File: src/rtl/mac_accumulator.sv
// Accumulation stage of the 16-bit MAC datapath: running sum over a frame, closed on in_last or MAX_TERMS.
// Define MAC_ACC_SAT_EN to saturate the accumulator at all-ones on carry-out instead of wrapping.
module mac_accumulator #(
   parameter int WIDTH     = 16,
   parameter int MAX_TERMS = 16,
   parameter int CNT_W     = 5
) (
   input  logic             clk,
   input  logic             rst,
   input  logic             acc_clr,
   input  logic             in_valid,
   output logic             in_ready,
   input  logic [WIDTH-1:0] in_product,
   input  logic             in_last,
   output logic             out_valid,
   input  logic             out_ready,
   output logic [WIDTH-1:0] out_acc,
   output logic             out_ovf,
   output logic [CNT_W-1:0] out_count
);

   localparam int LO_W = WIDTH / 2;
   localparam int HI_W = WIDTH - LO_W;

   typedef enum logic {ACCUM, HOLD} state_t;

   state_t             r_state;
   logic               r_in_ready;
   logic [WIDTH-1:0]   r_acc;
   logic [CNT_W-1:0]   r_cnt;
   logic               r_ovf;
   logic               r_out_valid;
   logic [WIDTH-1:0]   r_out_acc;
   logic               r_out_ovf;
   logic [CNT_W-1:0]   r_out_count;

   logic [WIDTH:0]     w_sum;
   logic               w_c;
   logic [WIDTH-1:0]   w_acc_next;
   logic [CNT_W-1:0]   w_cnt_inc;
   logic               w_accept;
   logic               w_close;

   // Carry-select add, cin = 0: upper half precomputed for both lower-half carries.
   function automatic logic [WIDTH:0] cs_add(input logic [WIDTH-1:0] a, input logic [WIDTH-1:0] b);
      logic [LO_W:0] lo;
      logic [HI_W:0] hi0;
      logic [HI_W:0] hi1;
      lo  = {1'b0, a[LO_W-1:0]} + {1'b0, b[LO_W-1:0]};
      hi0 = {1'b0, a[WIDTH-1:LO_W]} + {1'b0, b[WIDTH-1:LO_W]};
      hi1 = hi0 + {{HI_W{1'b0}}, 1'b1};
      return lo[LO_W] ? {hi1, lo[LO_W-1:0]} : {hi0, lo[LO_W-1:0]};
   endfunction

   function automatic logic [WIDTH-1:0] sat_or_wrap(input logic c, input logic [WIDTH-1:0] s);
`ifdef MAC_ACC_SAT_EN
      return c ? {WIDTH{1'b1}} : s;
`else
      return (c == 1'b1) ? s : s;
`endif
   endfunction

   assign w_sum      = cs_add(r_acc, in_product);
   assign w_c        = w_sum[WIDTH];
   assign w_acc_next = sat_or_wrap(w_c, w_sum[WIDTH-1:0]);
   assign w_cnt_inc  = r_cnt + {{(CNT_W-1){1'b0}}, 1'b1};
   assign w_accept   = in_valid & r_in_ready;
   assign w_close    = w_accept & (in_last | (w_cnt_inc == CNT_W'(MAX_TERMS)));

   // Priority: rst > acc_clr > accept/close > out_ready.
   always_ff @(posedge clk) begin
      if (rst) begin
         r_state     <= ACCUM;
         r_in_ready  <= 1'b1;
         r_acc       <= '0;
         r_cnt       <= '0;
         r_ovf       <= 1'b0;
         r_out_valid <= 1'b0;
         r_out_acc   <= '0;
         r_out_ovf   <= 1'b0;
         r_out_count <= '0;
      end else if (acc_clr) begin
         r_acc <= '0;
         r_cnt <= '0;
         r_ovf <= 1'b0;
         if (r_state == HOLD) begin
            r_state     <= ACCUM;
            r_in_ready  <= 1'b1;
            r_out_valid <= 1'b0;
            r_out_acc   <= '0;
            r_out_ovf   <= 1'b0;
            r_out_count <= '0;
         end
      end else if (w_close) begin
         r_out_acc   <= w_acc_next;
         r_out_count <= w_cnt_inc;
         r_out_ovf   <= r_ovf | w_c;
         r_out_valid <= 1'b1;
         r_state     <= HOLD;
         r_in_ready  <= 1'b0;
         r_acc       <= '0;
         r_cnt       <= '0;
         r_ovf       <= 1'b0;
      end else if (w_accept) begin
         r_acc <= w_acc_next;
         r_cnt <= w_cnt_inc;
         r_ovf <= r_ovf | w_c;
      end else if ((r_state == HOLD) && out_ready) begin
         r_out_valid <= 1'b0;
         r_state     <= ACCUM;
         r_in_ready  <= 1'b1;
      end
   end

   assign in_ready  = r_in_ready;
   assign out_valid = r_out_valid;
   assign out_acc   = r_out_acc;
   assign out_ovf   = r_out_ovf;
   assign out_count = r_out_count;

endmodule

File: config.mk
export PLATFORM = sky130hd
export DESIGN_NAME = mac_accumulator
export DESIGN_NICKNAME = d
export VERILOG_FILES = /design/src/rtl/mac_accumulator.sv
export SDC_FILE = /design/constraint.sdc
export NUM_CORES = 1
export LEC_CHECK = 0
export ABC_AREA = 0
export BUFFER_PORTS_ARGS = -buffer_cell sky130_fd_sc_hd__buf_2
export CORE_MARGIN = 2
export CORE_UTILIZATION = 55
export DETAILED_ROUTE_END_ITERATION = 8
export PLACE_DENSITY = 0.79
export RECOVER_POWER = 50
export SYNTH_ARGS = -nofsm -noshare
export SYNTH_HDL_FRONTEND = slang
export SYNTH_SLANG_ARGS = --single-unit
File: constraint.sdc
create_clock -name clk -period 4.8 [get_ports clk]
set_clock_uncertainty 0.1 [all_clocks]
set_input_delay 0.96 -clock clk [delete_from_list [all_inputs] [get_ports clk]]
set_output_delay 0.96 -clock clk [all_outputs]
set_load 0.02 [all_outputs]
==> metrics.txt <==
status=complete, no violations; Rows=25; Final Max Tran Viols=0; top cell type's share of synthesized area=36.05%; Async S/R FF share, synth=0%; Iter 0 DRT Violations=100; RSZ-0062 raised after global routing=false; Synth Area per Inst=8.557 um2; final wirelength=5715 um; Die Span Y=72.89 um; Critical Path End=r_ovf; Synth Cell Area=2610 um2; drt pass-1 iters=4; All-Layer GR Usage=23.29%; die width=72.89 um; Clock transition at path regs=0.08 ns; Fin. Hold Viols=0; Worst Path Arrival=3.39 ns; Max Cap Viol=0; IO Pins=46; cell with the most instances after synthesis=nor2_1; register area share after synthesis=36.05%; gr ovfl total=0; Post-Synthesis Cells=305; FF-to-FF End=r_ovf; cts hold-fix bufs=0; Power per Cell Area=288.3 nW/um2; initial antenna violation count=0; ant diodes=0; post-route minimum period=3.333 ns; Port-buffer cells=45; H-tree depth=2; FF-to-FF path depth=10; DP Cell Count=391; placed inst area=2861 um2; layout cell share with drive strength beyond 1=11.34%; flop-to-flop setup slack=1.92 ns; period utilisation layout=69.43%; TNS Setup=0 ns; Storage cell area=940.9 um2; Initial Utilization=56.00%; r2r startpoint=r_acc[0]; YS warnings=0; clock root buffer=clkbuf_8; Syn-to-layout area delta=12.42%; Post-CTS Repair Setup Buffers=0; post-route cell area=2934 um2; Multi-input gate area=1598 um2; Hold Crit Class=flop to flop; post_cts resized=0; DP HPWL=4179 um; GPL Wtd Cong=0.8584; vias=2273; Core Util, Final=62.95%; Final ANT Viol Nets=0; CP Max Fanout=4; first-pass GRT wire length=9660 um; # fillers=441; Critical Path Start=in_product[8]; synth cell count leaders=51 x nor2_1, 47 x dfxtp_1, 33 x nand2_1, 19 x a21oi_1, 19 x ha_1; Longest Clk Path Bufs=2; Slew HR=23.67%; type of origin of the critical path=primary input; largest net degree at the start of global routing=28; P_leak=1.178 nW; die area=5312 um2; CTS tree=yes; vias in the first global route=2158; WP data required=4.86 ns; Sink Count=47; Synth cell types=51; Core Box Area=4661 um2; clk_lat worst skew=0.30 ns; Final Non-Filler Cells=398; Post-synth top flop=dfxtp_1; area leader, netlist=dfxtp_1; number of remaining DRC errors=0; worst-case vdd ir drop=0.1507 mV; TritonCTS buffer count=5; Routed WL per cell=14.36 um; Setup-failing EPs final=0; Critical Path End Type=flop; Synth Register Bits=47; Least-Margin Pin Slew=1.141 ns; kind of critical path=primary input to flop; syn nets=348; Avg Vias per Cell=5.711; layout net count=387; largest cells by area after synthesis=dfxtp_1 36%, ha_1 9.1%, nor2_1 7.3%, nand2_1 4.7%, xnor2_1 4.7%; Post-synth EDFFs=0; worst hold slack=0.3625 ns; f_max=300.1 MHz
==> metrics by stage <==
step	total power, mW	worst slack (ns)
after floorplan	0.5353	1.500
final	0.8460	1.467
after global placement	0.5735	1.251
after detailed placement	0.5767	1.205
after CTS	0.8542	1.516
after global routing	0.8886	1.289
==> layout make-up <==
type,instances,share of cell area (%)
well taps,54,2.303
flip-flops and latches,47,32.07
clock inverters,1,1.023
multi-input cells,239,54.46
clock buffers,6,2.473
inverters,4,0.5117
repair buffers,47,7.164
==> state kept, by name (all words and copies together), names as in the netlist <==
signal and count:
out_acc 16, r_acc 16, out_count 5, r_cnt 5, in_ready 1, out_ovf 1, out_valid 1, r_ovf 1
r_state 1
==> worst min path at each step <==
stage                     startpoint       end  cells after the start  slack [ns]
final                       r_acc[8]  r_acc[8]                      2        0.36
after global routing        r_acc[6]  r_acc[6]                      2        0.39
after CTS                   r_acc[6]  r_acc[6]                      2        0.36
after detailed placement    r_acc[6]  r_acc[6]                      2        0.35
after global placement      r_acc[2]  r_acc[2]                      2        0.35
after floorplan             r_acc[0]  r_acc[0]                      2        0.34
==> critical path: stages <==
cell and delay (ns):
buf_2 0.10, ha_1 0.22, fa_1 0.42, a211oi_1 0.31, nor3b_1 0.12, o31ai_2 0.28
o311ai_1 0.21, or4_1 0.51, a31oi_1 0.20, nor2_1 0.05
==> power breakdown <==
| group | internal (mW) | switching, mW |
|---|---|---|
| Sequential | 0.403 | 0.00824 |
| Combinational | 0.0610 | 0.0958 |
| Clock | 0.153 | 0.126 |
==> layer usage <==
| layer | up-vias | share of wire, % | global-route usage, % |
|---|---|---|---|
| met3 | 11 | 4.7 | 4.972 |
| met4 | 0 | 2.0 | 8.848 |
| met1 | 1054 | 46 | 29.62 |
| met2 | 52 | 48 | 38.69 |
| li1 | 1156 | - | - |
| met5 | - | 0 | 0 |
==> cell usage in the layout, fill, tap and decap left out, types with 8 or more instances in the layout <==
cell	synthesis	layout
nand2_1	33	33
nor2_1	51	51
a22oi_1	15	15
xnor2_1	14	14
buf_2	3	21
dfxtp_1	47	47
clkbuf_1	10	25
a211oi_1	8	8
a21oi_1	19	19
xor2_1	10	10
ha_1	19	19
==> kinds of logic (layout without fill, tap and decap cells) <==
family          count (synthesis)  count (layout)  synth area share, %
xor+xnor                       25              25                8.677
simple gates                  116             116                20.61
buf+inv                        19              58                2.876
mux                             2               2               0.8149
fa+ha+maj                      21              21                10.64
flops                          47              47                36.05
compound gates                 75              75                20.33
Power figures use the tool's default switching activity.
